## config.mk

```make
export PLATFORM = sky130hd
export DESIGN_NAME = full_adder_unit
export DESIGN_NICKNAME = d
export VERILOG_FILES = /design/src/rtl/full_adder_unit.sv
export SDC_FILE = /design/constraint.sdc
export NUM_CORES = 1
export LEC_CHECK = 0
export ABC_AREA = 1
export CELL_PAD_IN_SITES_DETAIL_PLACEMENT = 1
export CELL_PAD_IN_SITES_GLOBAL_PLACEMENT = 1
export CORE_AREA = 2 2 39 41
export CTS_CLUSTER_DIAMETER = 100
export CTS_CLUSTER_SIZE = 12
export DETAILED_ROUTE_END_ITERATION = 16
export DIE_AREA = 0 0 41 43
export PLACE_DENSITY = 0.48
export RECOVER_POWER = 25
export SETUP_SLACK_MARGIN = 0.05
export SLEW_MARGIN = 20
export SYNTH_ARGS = -nofsm -noshare
export SYNTH_HDL_FRONTEND = slang
export SYNTH_SLANG_ARGS = --single-unit
```

## constraint.sdc

```tcl
create_clock -name clk -period 0.8 [get_ports clk]
set_input_delay 0.08 -clock clk [delete_from_list [all_inputs] [get_ports clk]]
set_output_delay 0.08 -clock clk [all_outputs]
set_load 0.005 [all_outputs]
```

## src/rtl/full_adder_unit.sv

```systemverilog
// full_adder_unit: ripple chain of single-bit full-adder cells with registered
// sum, carry-out and signed overflow, one cycle after a valid input.
`default_nettype none

module full_adder_unit #(
  parameter int WIDTH = 1
) (
  input  logic             clk,
  input  logic             rst_n,
  input  logic             in_valid,
  input  logic [WIDTH-1:0] a,
  input  logic [WIDTH-1:0] b,
  input  logic             c_in,
  output logic             out_valid,
  output logic [WIDTH-1:0] sum,
  output logic             c_out,
  output logic             ovf
);

  logic [WIDTH:0]   w_carry;
  logic [WIDTH-1:0] w_sum;

  logic             r_valid;
  logic [WIDTH-1:0] r_sum;
  logic             r_c_out;
  logic             r_ovf;

  assign w_carry[0] = c_in;

  generate
    for (genvar i = 0; i < WIDTH; i++) begin : g_cell
      assign w_sum[i]       = a[i] ^ b[i] ^ w_carry[i];
      assign w_carry[i + 1] = (a[i] & b[i]) | (a[i] & w_carry[i]) | (b[i] & w_carry[i]);
    end
  endgenerate

  // Result registers hold their value across idle cycles; only the valid flag drops.
  always_ff @(posedge clk or negedge rst_n) begin
    if (!rst_n) begin
      r_valid <= 1'b0;
      r_sum   <= '0;
      r_c_out <= 1'b0;
      r_ovf   <= 1'b0;
    end else begin
      r_valid <= in_valid;
      if (in_valid) begin
        r_sum   <= w_sum;
        r_c_out <= w_carry[WIDTH];
        r_ovf   <= w_carry[WIDTH] ^ w_carry[WIDTH-1];
      end
    end
  end

  assign out_valid = r_valid;
  assign sum       = r_sum;
  assign c_out     = r_c_out;
  assign ovf       = r_ovf;

endmodule

`default_nettype wire

```

==> results.md <==
* Share of total power consumed by net switching at 23.1%
* Setup skew after layout at 0 ns
* Total power after layout at 613 uW
* P_int at 472 uW
* Static Leakage at 0.000178 uW
* CTS H-Tree Depth at 1
* Detailed router's first-iteration violation count at 2
* Arrival time at the worst endpoint at 0.73 ns
* Die Span Y at 43 um
* Worst Reg-to-Reg Cells at 3
* Max Cap Violations at 0
* Clock tree from TritonCTS: built
* Die area at 1760 um2
* Router iterations before antenna repair at 4
* Number of sinks driven by the clock tree at 4
* Final hold vios at 0
* Setup repair after global routing missed its margin: true
* Number of nets at the end of the flow at 45
* P&R area growth vs syn at 88.6%
* Antenna violations before repair at 0
* Share of power burned in the clock network at 39.7%
* Share of the clock period used by the worst path at 101%
* Length of routed met3 wiring at 75 um
* Critical path buffer and inverter count at 1
* Post-synth net total at 25
* Launch point of the critical path: ovf
* # port buffers at 9
* Max-slew headroom at the worst pin at 87.6%
* Met2 wire len at 202 um
* Final ANT Viol Nets at 0
* Maximum buffer depth of the clock tree at 2
* Sequential power share at 38.2%
* Combined global-route utilization of all metal layers at 6.24%
* Layout cells sized above 1 at 61.1%
* Worst setup EP type: output pin
* Net switching power at 142 uW
* Vias in the first global route at 190
* Final setup fails at 2
* Starting density of the core at 12.7%
* I/O pin total at 10
* Summed negative setup slack over all endpoints at -0.00914 ns
* Mean Syn Cell Area at 9.73 um2
* Overall routed net length at 435 um
* #FFs+latches synth at 4
* Count of hold buffers inserted by post-cts repair at 0
* Routed met1 length at 148 um
* Max Transition Viols Final at 0
* Proportion of power drawn by combinational gates at 22.1%
* Required time worst endpoint at 0.72 ns
* Width of the die at 41 um
* Minimum period implied by the final worst setup slack at 0.809 ns
* F_max at 1240 MHz
* Category of the critical setup timing path: register to output pin
* Slowest cell on the critical path: sky130_fd_sc_hd__dfrtp_1
* Worst VDD drop at 0.378 mV
* Routed wire per std cell at 8.37 um
* Post-Syn Area at 175 um2
* Critical R2R Launch: c_out
* Number of standard cells after synthesis at 18
* Global-route wire length before repair at 655 um
* Kind of start point of the critical path: register
* Violations in the final reports: negative setup slack
* Path class of the lowest-slack min-delay path: input pin to asynchronous set/reset pin
* Average via count per standard cell at 3.52
* Category of cells accounting for the largest share of critical-path delay: flip-flops
* Clock-pin slew reported for the worst setup and hold paths after clock tree synthesis at 0.03 ns
* Total overflow reported by the global router at 0
* Number of buffers created by CTS at 3
* Rows at 14
* Final setup slack of the worst path at -0.00881 ns
* Insertion delay to the later sink of the worst-skew pair at 0.23 ns
* Register area share after synthesis at 57.1%
* Power density relative to cell area at 1860 nW/um2
* Vias after detailed routing at 183
* Number of distinct standard cells referenced by the synthesized netlist at 6
* Worst Tran Pin Value at 0.185 ns
* Critical register-to-register path endpoint: c_out
* Worst-case register-to-register setup slack at 0.10 ns
* Antenna diode count at 0
* Delay of the slowest cell on the worst path at 0.37 ns
* Number of remaining DRC errors at 0
* Maximum fanout count along the critical path at 2
* Maximum number of pins on one net before global-route repair at 5
* Highest metal layer with signal wires: met4
* Weighted congestion reported at the end of routability-driven placement at 0.560
* Cell-by-cell listing of the critical path: buf_2
* Result of the run: finished with violations
* Synth Warn # at 0
* Root cell of the clock tree: sky130_fd_sc_hd__clkbuf_4
* Core Box Area at 1380 um2
* Util after Layout at 23.9%
## layout make-up
cell class	instances	area, um2
fill	173	1050
timing repair buffer	15	100
inverter	3	11.3
tap	16	20.0
multi-input combinational	11	76.3
sequential	4	100
clock buffer	3	22.5
## cells in the mapped netlist
library cell / number / area (um2)
sky130_fd_sc_hd__nand3_1: 1 / 5.00
sky130_fd_sc_hd__dfrtp_1: 4 / 100
sky130_fd_sc_hd__nand2_1: 8 / 30.0
sky130_fd_sc_hd__o21ai_2: 1 / 8.76
sky130_fd_sc_hd__fa_1: 1 / 20.0
sky130_fd_sc_hd__inv_1: 3 / 11.3
## logic make-up after synthesis
| group | Yosys count | synth area share, % |
|---|---|---|
| and+or+nand+nor | 9 | 20.0 |
| DFF | 4 | 57.1 |
| AOI/OAI and AO/OA | 1 | 5.00 |
| adders and majority gates | 1 | 11.4 |
| buffers and inverters | 3 | 6.43 |
## routing by layer
metal / up-vias / global-route usage (%)
met5: - / 0
met4: 0 / 8.00
met3: 2 / 3.14
met2: 12 / 8.75
met1: 79 / 5.19
li1: 90 / -
## layout by cell type, fill, tap and decap left out, drive strengths merged
cell type,n
nand2,8
dfrtp,4
o21ai,1
fa,1
clkbuf,4
inv,3
buf,12
clkdlybuf4s25,1
nand3,1
dlygate4sd3,1
## power groups by stage
stage	Clock, uW	Combinational (uW)	Sequential [uW]
global route	279	154	237
global placement	0	155	237
finish	243	136	234
floorplan	0	35.6	240
detailed placement	0	156	238
CTS	260	137	235
## metrics by stage
step           std cells  setup slack [ns]  cell area, um2  hold slack [ns]
4_1_cts               52           -0.0201             332           0.0475
3_3_place_gp          48            -0.479             325            0.293
6_report              52          -0.00881             330            0.119
5_1_grt               52           -0.0436             330            0.132
3_5_place_dp          48            -0.493             325            0.298
2_1_floorplan         18            0.0285             178           -0.216
## worst max path at each step
stage,to,cells after the start
after detailed placement,ovf,6
final,ovf,1
after global placement,ovf,6
after CTS,ovf,1
after global routing,c_out,1
after floorplan,ovf,5
## what timing repair did
| item | CTS | global route |
|---|---|---|
| gates resized for setup | 25 | 6 |
| pin swaps | 2 | 2 |
| buffers inserted | 1 | 0 |
| setup endpoints to repair | 7 | 7 |
## sequential cells by signal (all words and copies together), names as in the netlist
signal,cells
c_out,1
sum,1
out_valid,1
ovf,1
No activity file was read; power rests on OpenSTA's default activity.
